==> config.mk <==
export PLATFORM = sky130hd
export DESIGN_NAME = trimdac_bank
export DESIGN_NICKNAME = d
export VERILOG_FILES = /design/src/rtl/trimdac_bank.sv
export SDC_FILE = /design/constraint.sdc
export NUM_CORES = 1
export LEC_CHECK = 0
export ABC_AREA = 1
export CORE_UTILIZATION = 55
export DETAILED_ROUTE_END_ITERATION = 12
export MAX_ROUTING_LAYER = met4
export PLACE_DENSITY = 0.73
export SLEW_MARGIN = 10
export SYNTH_ARGS = -nofsm -noshare
export SYNTH_HDL_FRONTEND = slang
export SYNTH_SLANG_ARGS = --single-unit
==> constraint.sdc <==
create_clock -name clk -period 4.5 [get_ports clk]
set_input_delay 1.125 -clock clk [delete_from_list [all_inputs] [get_ports clk]]
set_output_delay 1.125 -clock clk [all_outputs]
set_load 0.05 [all_outputs]
==> src/rtl/trimdac_bank.sv <==
`default_nettype none
// ============================================================================
// Module  : trimdac_bank
// Brief   : Shadow-register bank that rewrites dirty channels of an
//           AD8804-class serial TrimDAC in round-robin order over a CS-framed
//           3-wire link.
// Revision: 1.0 - initial release
// ============================================================================
module trimdac_bank #(
    parameter int                 NUM_CH    = 12,
    parameter int                 ADDR_W    = 4,
    parameter int                 DATA_W    = 8,
    parameter logic [DATA_W-1:0]  RESET_VAL = 8'h80,
    parameter int                 CLK_DIV   = 3,
    parameter int                 CSS_CYC   = 2,
    parameter int                 CSH_CYC   = 4,
    parameter int                 CSW_CYC   = 2
) (
    input  logic              clk,
    input  logic              rst_n,
    input  logic              wr_en,
    input  logic [ADDR_W-1:0] wr_addr,
    input  logic [DATA_W-1:0] wr_data,
    input  logic              refresh,
    input  logic [ADDR_W-1:0] rd_addr,
    output logic [DATA_W-1:0] rd_data,
    output logic              wr_err,
    output logic              busy,
    output logic              done,
    output logic [ADDR_W-1:0] done_ch,
    output logic              dac_sclk,
    output logic              dac_sdi,
    output logic              dac_cs_n
);

    localparam int              c_FRAME_W = ADDR_W + DATA_W;
    localparam logic [ADDR_W:0] c_NUM_CH  = (ADDR_W+1)'(NUM_CH);

    typedef enum logic [2:0] {
        ST_IDLE  = 3'd0,
        ST_SETUP = 3'd1,
        ST_SHIFT = 3'd2,
        ST_HOLD  = 3'd3,
        ST_GAP   = 3'd4
    } state_t;

    logic [DATA_W-1:0]    r_shadow [NUM_CH];
    logic [NUM_CH-1:0]    r_dirty;
    logic [NUM_CH-1:0]    w_dirty_nxt;
    logic [ADDR_W-1:0]    r_rr;
    logic [ADDR_W-1:0]    r_ch;
    logic [ADDR_W-1:0]    w_pick_ch;
    logic [ADDR_W:0]      w_idx;
    logic                 w_pick_found;
    logic                 w_pick;
    logic                 w_wr_ok;
    logic                 w_busy_nxt;
    state_t               r_state;
    logic [7:0]           r_cnt;
    logic [7:0]           r_bit;
    logic [c_FRAME_W-1:0] r_shift;

    assign w_wr_ok = wr_en && ({1'b0, wr_addr} < c_NUM_CH);
    assign w_pick  = (r_state == ST_IDLE) && w_pick_found;
    assign rd_data = ({1'b0, rd_addr} < c_NUM_CH) ? r_shadow[rd_addr] : '0;

    // Scan from farthest to nearest so the first dirty channel after r_rr wins.
    always_comb begin
        w_pick_found = 1'b0;
        w_pick_ch    = '0;
        w_idx        = '0;
        for (int i = NUM_CH; i >= 1; i--) begin
            w_idx = {1'b0, r_rr} + (ADDR_W+1)'(i);
            if (w_idx >= c_NUM_CH) begin
                w_idx = w_idx - c_NUM_CH;
            end
            if (r_dirty[w_idx[ADDR_W-1:0]]) begin
                w_pick_found = 1'b1;
                w_pick_ch    = w_idx[ADDR_W-1:0];
            end
        end
    end

    // A set from refresh or a host write overrides the clear from a pick.
    always_comb begin
        w_dirty_nxt = r_dirty;
        if (w_pick) begin
            w_dirty_nxt[w_pick_ch] = 1'b0;
        end
        if (refresh) begin
            w_dirty_nxt = '1;
        end
        if (w_wr_ok) begin
            w_dirty_nxt[wr_addr] = 1'b1;
        end
    end

    assign w_busy_nxt = (|w_dirty_nxt) ||
                        !(((r_state == ST_IDLE) && !w_pick_found) ||
                          ((r_state == ST_GAP) && (r_cnt == 8'd0)));

    always_ff @(posedge clk or negedge rst_n) begin
        if (!rst_n) begin
            for (int i = 0; i < NUM_CH; i++) begin
                r_shadow[i] <= RESET_VAL;
            end
            r_dirty <= '1;
            wr_err  <= 1'b0;
            busy    <= 1'b1;
        end else begin
            r_dirty <= w_dirty_nxt;
            wr_err  <= wr_en && !w_wr_ok;
            busy    <= w_busy_nxt;
            if (w_wr_ok) begin
                r_shadow[wr_addr] <= wr_data;
            end
        end
    end

    always_ff @(posedge clk or negedge rst_n) begin
        if (!rst_n) begin
            r_state  <= ST_IDLE;
            r_cnt    <= '0;
            r_bit    <= '0;
            r_shift  <= '0;
            r_ch     <= '0;
            r_rr     <= ADDR_W'(NUM_CH - 1);
            dac_cs_n <= 1'b1;
            dac_sclk <= 1'b0;
            dac_sdi  <= 1'b0;
            done     <= 1'b0;
            done_ch  <= '0;
        end else begin
            done <= 1'b0;
            case (r_state)
                ST_IDLE: begin
                    if (w_pick_found) begin
                        r_shift  <= {w_pick_ch, r_shadow[w_pick_ch]};
                        dac_sdi  <= w_pick_ch[ADDR_W-1];
                        r_ch     <= w_pick_ch;
                        r_rr     <= w_pick_ch;
                        r_cnt    <= 8'(CSS_CYC - 1);
                        r_bit    <= '0;
                        dac_cs_n <= 1'b0;
                        dac_sclk <= 1'b0;
                        r_state  <= ST_SETUP;
                    end
                end
                ST_SETUP: begin
                    if (r_cnt == 8'd0) begin
                        r_cnt   <= 8'(CLK_DIV - 1);
                        r_state <= ST_SHIFT;
                    end else begin
                        r_cnt <= r_cnt - 8'd1;
                    end
                end
                ST_SHIFT: begin
                    if (r_cnt != 8'd0) begin
                        r_cnt <= r_cnt - 8'd1;
                    end else if (!dac_sclk) begin
                        dac_sclk <= 1'b1;
                        r_cnt    <= 8'(CLK_DIV - 1);
                    end else begin
                        dac_sclk <= 1'b0;
                        if (r_bit == 8'(c_FRAME_W - 1)) begin
                            r_cnt   <= 8'(CSH_CYC - 1);
                            r_state <= ST_HOLD;
                        end else begin
                            // Rotate so the next bit sits at the MSB; data moves only at low-phase start.
                            r_shift <= {r_shift[c_FRAME_W-2:0], r_shift[c_FRAME_W-1]};
                            dac_sdi <= r_shift[c_FRAME_W-2];
                            r_bit   <= r_bit + 8'd1;
                            r_cnt   <= 8'(CLK_DIV - 1);
                        end
                    end
                end
                ST_HOLD: begin
                    if (r_cnt == 8'd0) begin
                        dac_cs_n <= 1'b1;
                        dac_sdi  <= 1'b0;
                        done     <= 1'b1;
                        done_ch  <= r_ch;
                        r_cnt    <= 8'(CSW_CYC - 1);
                        r_state  <= ST_GAP;
                    end else begin
                        r_cnt <= r_cnt - 8'd1;
                    end
                end
                ST_GAP: begin
                    if (r_cnt == 8'd0) begin
                        r_state <= ST_IDLE;
                    end else begin
                        r_cnt <= r_cnt - 8'd1;
                    end
                end
                default: begin
                    r_state <= ST_IDLE;
                end
            endcase
        end
    end

endmodule
`default_nettype wire

==> results list, run 1 <==
- Run status: complete, no violations
- In this run the power spent charging and discharging nets is roughly 0.0015 W.
- Simple-gate share of the synthesized area: 0.302
* Core Footprint: around 18000 sq um
- Average instance area after synthesis: 6.98 sq um
- Vias in the first global route: 9350
- Entering global routing, the biggest net connects 72 pins.
- Met2 wirelength from detailed routing: 14300 um
- Worst Setup Slack post-DPL: between 100 and 150 ps
- Sorting the synthesized cells by how often they occur yields sky130_fd_sc_hd__nand2_1 (436), sky130_fd_sc_hd__o21ai_0 (194), sky130_fd_sc_hd__inv_1 (147).
- Fmax: about 230 MHz
- Clock slew seen by the registers of the worst setup and hold paths: roughly 60 ps
- The worst hold path was traced through 2 stages.
* Site Rows: between 40 and 50
- Overall power consumption after layout is estimated at ~0.0045 W.
* Slew at the pin closest to its max-slew limit: 976 ps
* Highest metal layer used by the detailed router: met4
* Portion of netlist area occupied by mux cells: 0
- The first global-routing pass estimated 48100 um of wire.
* Max-Slew Margin vs Limit: 0.343
- The number of nets handed over by synthesis was 1530.
- Worst Path Arrival: 4620 ps
- Clock sink count: 156
- In the routed design, unresolved DRC markers number 0.
- In this run the worst path has a maximum fanout of 21.
- Boundary pin count: 38
* Complex-gate fraction of the synthesized area: 0.180
- NumNets Final: 1570
* Leading area contributor after synthesis: sky130_fd_sc_hd__dfrtp_1
* CP endpoint kind: register
* Pre-Repair DR Iteration Count: 5
- Share of synthesized registers carrying an async set or reset: 1.00
- Final hold viol count: 0
* Area growth syn-to-layout: 15.0%
- Setup WS post-layout: 226 ps
- Total Wirelength: slightly below 30000 um
- Commonest register cell after synthesis: sky130_fd_sc_hd__dfrtp_1
* Storage element area: 3940 sq um
- Post-synthesis share of cell area spent on full adders, half adders and majority gates: 0.0277
* Most repeated library cell on the critical path: sky130_fd_sc_hd__nand2_1
* Diodes inserted: 0
- Fraction of layout instances using a drive strength above 1: 0.147
* Total leakage power: 5.74 nW
- After synthesis, the cell types taking the most area are sky130_fd_sc_hd__dfrtp_1 (31%), sky130_fd_sc_hd__nand2_1 (16%), sky130_fd_sc_hd__o21ai_0 (9.4%).
- Average wire length per cell after detail routing: 16.6 um
- In this run the remaining antenna-violating nets after routing total 0.
* Pwr dens: 376 nW/um^2
- Delay of the slowest critical-path stage: 650 ps
- Across every metal layer, demand over resource in global routing totals 0.326.
- After synthesis, the largest family of logic cells by area is simple AND/OR/NAND/NOR gates.
* Met3 routed WL: 1550 um
- Share of the synthesized area in the top cell type: 0.306
- Number of buffers on the longest clock path: 2
* Combinational power share: 0.275
- Of the total synthesized cell area, the portion taken by XOR and XNOR cells is 0.0154.
- Register share of total power: 0.394
* Post-synthesis instance area: about 10000 sq um
- The total count of max-transition violations in the final report came to 0.
* Number of antenna violations at the first check in global routing: 0
* Hold WS: around 480 ps
* Clock buffer count from CTS: 17
- Synthesis-stage register bit count: 156
- Number of vias after detailed routing: 10.1k
- Clk_lat worst skew: 430 ps
- Post-Route M1 WL: 12300 um
- Cell-internal power: 0.00294 W
* Count of synthesis-stage warnings from yosys: 0
- Clk root buf: sky130_fd_sc_hd__clkbuf_16
- Of the available clock period, the critical path in the final layout requires 0.950.
- In the post-synthesis netlist, the cell with the most instances is sky130_fd_sc_hd__nand2_1.
* Total area of multi-input combinational cells: 5590 sq um
- Number of buffers and inverters on the critical path: 4
- Worst IR Drop VDD: 0.298 mV
- Total of buffers placed on input and output ports: 37
* Top Family by Delay on Critical Path: simple AND/OR/NAND/NOR gates
* Fillcell total: roughly 1.6k
- CTS built an H-tree with a depth of 4.
* Number of maximum-capacitance constraint violations: 0
- Min-delay worst type: register to register
* Register-to-register path setup slack: roughly 230 ps
- TritonCTS built the clock tree.
- Part of the Yosys area used for sequential elements: 0.380
* Switching Fraction: 0.344
- Counting buffers and inverters, the worst setup path is 27 cells deep.
- Number of flops mapped to enable cells by yosys: 0
- For this run the aggregate overflow at the end of global routing stands at 0.
- Setup violations remaining at the end of the flow were counted as 0.
- Depth of the most critical reg-to-reg path: 27
- Portion of total power attributed to the clock network: 0.331
- Drt first-iter violations: 789
* Effective utilization at floorplan: 0.570
- The setup path with the least slack is of type register to register.
- Die height: 139 um
* Detailed placer's ending HPWL: 20800 um
- STA classifies the critical path startpoint as a register.
* Die area: 19400 sq um
* Horiz. Die Dim: 139 um
- For this design, the slowest cell found on the critical path is sky130_fd_sc_hd__dfstp_2.
- The worst path needs 4270 ps of the cycle, external delays included.
- Final GP Congestion: ~0.94
- Synthesis handed over a netlist of 1487 instances.
* Req. time, crit path: 4850 ps
- Netlist cell types: 53
- Largest clock skew in the final design: 10.4 ps
* Vias per cell: 5.69
-- sequential cells by signal, indices dropped and copies added (netlist names) --
signal / count
r_shadow: 96
r_dirty: 12
r_shift: 12
r_bit: 8
r_cnt: 8
done_ch: 4
r_rr: 4
r_ch: 3
r_state: 3
busy: 1
dac_cs_n: 1
dac_sclk: 1
dac_sdi: 1
done: 1
wr_err: 1
-- metal layers --
| layer | global-route usage | up-vias |
|---|---|---|
| li1 | - | 4911 |
| met1 | 0.391 | 4688 |
| met2 | 0.540 | 374 |
| met3 | 0.0468 | 94 |
| met4 | 0.157 | 0 |
| met5 | - | - |
-- power by group through the flow --
stage               clock network (W)  registers (W)  logic (W)
floorplan                           0        0.00173   0.000830
global placement                    0        0.00178    0.00112
detailed placement                  0        0.00178    0.00114
CTS                           0.00149        0.00176    0.00115
global route                  0.00155        0.00179    0.00137
finish                        0.00148        0.00177    0.00123
-- final cells by class --
class / instances / area share
timing repair buffer: 85 / 0.0718
clock buffer: 20 / 0.0366
sequential: 156 / 0.330
clock inverter: 12 / 0.0134
multi-input combinational: 1095 / 0.468
tap: 229 / 0.0240
inverter: 172 / 0.0554
-- placed cells by master, fill, tap and decap left out, types with 5 or more instances in the layout --
master | Yosys | routed
sky130_fd_sc_hd__a21oi_1 | 66 | 59
sky130_fd_sc_hd__a21oi_2 | 3 | 10
sky130_fd_sc_hd__a22oi_1 | 7 | 7
sky130_fd_sc_hd__a31oi_1 | 8 | 8
sky130_fd_sc_hd__buf_12 | 0 | 11
sky130_fd_sc_hd__buf_4 | 2 | 43
sky130_fd_sc_hd__clkbuf_16 | 0 | 17
sky130_fd_sc_hd__clkdlybuf4s50_1 | 0 | 28
sky130_fd_sc_hd__dfrtp_1 | 127 | 127
sky130_fd_sc_hd__dfstp_2 | 29 | 29
sky130_fd_sc_hd__ha_1 | 23 | 21
sky130_fd_sc_hd__inv_1 | 147 | 143
sky130_fd_sc_hd__inv_2 | 20 | 22
sky130_fd_sc_hd__inv_6 | 0 | 5
sky130_fd_sc_hd__nand2_1 | 436 | 428
sky130_fd_sc_hd__nand2_2 | 15 | 22
sky130_fd_sc_hd__nand2_4 | 6 | 6
sky130_fd_sc_hd__nand3_1 | 71 | 68
sky130_fd_sc_hd__nand3_2 | 4 | 7
sky130_fd_sc_hd__nand4_1 | 23 | 23
sky130_fd_sc_hd__nor2_1 | 115 | 109
sky130_fd_sc_hd__nor2_2 | 6 | 12
sky130_fd_sc_hd__nor3_1 | 15 | 14
sky130_fd_sc_hd__o21ai_0 | 194 | 193
sky130_fd_sc_hd__o21ai_1 | 30 | 31
sky130_fd_sc_hd__o21ai_2 | 5 | 5
sky130_fd_sc_hd__o22ai_1 | 18 | 18
sky130_fd_sc_hd__xor2_1 | 8 | 8
-- worst min-delay path: stages, from the launching register on --
cell and delay, ps:
sky130_fd_sc_hd__dfrtp_1 340, sky130_fd_sc_hd__nand2_1 50, sky130_fd_sc_hd__o21ai_0 50
-- final timing paths --
kind	from	end
worst max-delay path	r_rr[1]	r_shift[5]
worst min-delay path	done_ch[1]	done_ch[1]
worst max register to register	r_rr[1]	r_shift[5]
worst min register to register	done_ch[1]	done_ch[1]
max in group asynchronous	rst_n	r_shadow[87]
min in group asynchronous	rst_n	r_rr[2]
-- kinds of logic (layout without fill, tap and decap cells) --
kind of cell             after synthesis  count (layout)
AND/OR/NAND/NOR                      713             713
AO/OA/AOI/OAI                        345             345
buffers and inverters                236             289
flip-flops                           156             156
adder cells (fa/ha/maj)               23              23
XOR/XNOR                              14              14
-- through the flow --
step | std cells | TNS, ps | area (sq um) | util
after floorplan | 1487 | 0 | 10400 | -
after global placement | 1719 | 0 | 11000 | 0.605
after detailed placement | 1719 | 0 | 11000 | 0.605
after CTS | 1751 | 0 | 11600 | 0.638
after global routing | 1769 | -149 | 11900 | 0.655
final | 1769 | 0 | 11900 | 0.655
-- repair_timing --
| action | in CTS | in global routing |
|---|---|---|
| buffers inserted | 0 | 18 |
| hold buffers | 0 | 0 |
| setup endpoints to repair | 0 | 24 |
| resized for setup | 0 | 47 |
No activity file was read; power rests on OpenSTA's default activity.
==> inputs of run 2 (changes only) <==
==> constraint.sdc (replaced) <==
create_clock -name clk -period 4.5 [get_ports clk]
set_input_delay 0.9 -clock clk [delete_from_list [all_inputs] [get_ports clk]]
set_output_delay 0.9 -clock clk [all_outputs]
set_load 0.05 [all_outputs]
==> run 2 against run 1 <==
Net effect: fmax fell by 0.85%; hold slack improved by 2.1 ps; clock power barely moved; first-iteration DRC count rose by 15%; die area did not move; via count rose by 0.73%; non-clock buffer count fell by 10; worst setup slack got worse by 36 ps; sequential share of layout area fell by 0.069 points; design area rose by 0.21%; sequential power barely moved; critical path type unchanged; largest cell class unchanged.
==> results list, run 2 (same netlist as run 1, synthesis figures left out) <==
* Final setup vio count: 0
- Before antenna repair, the detailed router went through 5 iterations.
- Req. time, crit path: 4810 ps
* Post-route minimum period: about 4300 ps
- Pwr dens: 379 nW/um^2
- Number of vias after detailed routing: 10.1k
- Storage element area: 3940 sq um
- For this configuration, the core starts out at a cell density of 0.570.
- The total count of max-transition violations in the final report is 0.
* Boundary pin count: 38
* WS Path Type: register to register
- Drt first-iter violations: just over 900
* Worst-path fanout max: 8
- Number of antenna violations at the first check in global routing: 0
* Final cycle utilization of the critical path: 0.958
- Clock tree from TritonCTS: yes
- Worst reg2reg endpoint: r_shift[5]
- Startpoint class of the critical path: register
- Headroom to the max-slew limit came out at 0.259.
- Depth of the most critical reg-to-reg path: 34
- At the end of the flow the core is filled with cells to 0.657.
* Total Wirelength: about 30000 um
- Final hold viol count: 0
- The core region is 18200 sq um.
- In the layout the commonest cells are sky130_fd_sc_hd__nand2_1 (430), sky130_fd_sc_hd__o21ai_0 (192), sky130_fd_sc_hd__inv_1 (143).
* Total Power: 0.00453 W
- Number of buffers on the longest clock path: 2
* Unrepaired setup endpoints after global routing: yes
* Clk root buf: sky130_fd_sc_hd__clkbuf_16
- NumNets Final: 1561
- Vias in the first global route: roughly 10k
* Area growth syn-to-layout: 15.2%
* Sum of negative setup slack: 0 ps
* Fraction of layout instances using a drive strength above 1: 0.148
- Registers with the most flip-flops: r_shadow: 96 flops, r_dirty: 12 flops, r_shift: 12 flops
- The tool flagged a number of max-cap violations equal to 0.
* Total global-route track usage: 0.326
- Total leakage power: 5.71 nW
- Clock tree synthesis found a total of 156 sinks.
* Total of hold buffers inserted after clock tree synthesis: 0
* Final GP Congestion: 0.947
* Horiz. Die Dim: 139 um
- Pin count of the biggest net entering global routing: 112
* Largest clock skew in the final design: 10.6 ps
- Top register by number of flip-flops: r_shadow
* Remaining routing DRC violations: 0
* Total area of multi-input combinational cells: 5640 sq um
- The repair_antennas step left the layout with diodes totalling 0.
- Site Rows: around 50
- The first global-routing pass estimated just under 50000 um of wire.
- The filler cells instantiated in the layout total 1615.
* CP endpoint kind: register
* Fmax: 232 MHz
* Flip-flop count of the largest register after layout: 96
* Commonest non-fill, non-tap cell in the layout: sky130_fd_sc_hd__nand2_1
- Most repeated library cell on the critical path: sky130_fd_sc_hd__nand2_1
* Terminating pin of the worst hold path: r_shift[1]
- Hold-critical path depth: 2
* Worst Path Arrival: 4620 ps
- H-Tree Depth: 4
* Register-to-register path setup slack: between 150 and 200 ps
- For this run, the slowest stage of the critical path takes 650 ps.
- Global routing finished with a remaining overflow of 0.
- In the final routed layout, each cell accounts on average for around 17 um.
* Min-delay worst type: register to register
* Worst hold start: r_shift[1]
* Die height: 139 um
* Clock slew seen by the registers of the worst setup and hold paths: 70 ps
- Across the VDD grid, the largest voltage drop is 0.306 mV.
- Slew at the pin closest to its max-slew limit: 1110 ps
- The floorplan step defined a die boundary enclosing 19400 sq um.
* Count of nets left with antenna violations after detail routing: 0
- Detailed placement finished with a half-perimeter wire length of 20600 um.
- Clk_lat worst skew: 440 ps
- The startpoint identified for the worst register-to-register timing path is r_rr[1].
- Among all stages on the critical path, the largest delay is contributed by sky130_fd_sc_hd__dfstp_2.
- Vias per cell: 5.76
- Clock buffer count from CTS: 17
- Total of buffers placed on input and output ports: 37
- Run status: complete, no violations
run 2: stage by stage:
step | hold slack [ps] | area [sq um] | std cells | setup WS (ps)
3_3_place_gp | 465 | 11000 | 1717 | 177
4_1_cts | 483 | 11600 | 1749 | 44.3
6_report | 482 | 12000 | 1760 | 189
3_5_place_dp | 465 | 11000 | 1717 | 77.3
5_1_grt | 507 | 12000 | 1760 | -76.9
2_1_floorplan | 444 | 10400 | 1487 | 538
run 2: worst max-delay path by stage:
stage            start          to
5_1_grt        r_rr[1]        busy
3_5_place_dp   r_rr[1]        busy
6_report       r_rr[1]  r_shift[5]
4_1_cts        r_rr[1]        busy
2_1_floorplan  r_rr[1]  r_shift[6]
3_3_place_gp   r_rr[1]        busy
run 2: report_power, final:
group	internal [W]	switching [W]	total (W)	leakage, nW
Combinational	0.000465	0.000796	0.00126	3.50
Sequential	0.00161	0.000164	0.00177	1.92
Clock	0.000838	0.000661	0.00150	0.289
Total	0.00291	0.00162	0.00453	5.71
run 2: area by class of cell:
| cell class | instances | share of cell area |
|---|---|---|
| clock buffer | 17 | 0.0356 |
| timing repair buffer | 75 | 0.0684 |
| clock inverter | 15 | 0.0152 |
| sequential | 156 | 0.330 |
| multi-input combinational | 1096 | 0.472 |
| tap | 229 | 0.0240 |
| inverter | 172 | 0.0555 |
run 2: critical path: cells and delay by family, from the launching register on:
| kind | cells | cell delay, ps |
|---|---|---|
| buffers and inverters | 5 | 390 |
| flip-flops | 1 | 650 |
| AND/OR/NAND/NOR | 22 | 2050 |
| adder cells (fa/ha/maj) | 2 | 370 |
| AO/OA/AOI/OAI | 5 | 730 |
run 2: layer usage:
layer  part of all wire  global-route usage  routed length, um  vias up
met3              0.064              0.0557               1920       99
met4              0.039               0.151               1170        0
met2               0.49               0.547              14700      419
met5                  0                   -                  0        -
li1                   -                   -                  -     4892
met1               0.41               0.383              12200     4730
run 2: what timing repair did:
item | in CTS | in global routing
hold endpoints to repair | 0 | 0
setup buffers | 0 | 9
endpoints found under the setup margin | 0 | 26
gates resized for setup | 0 | 62
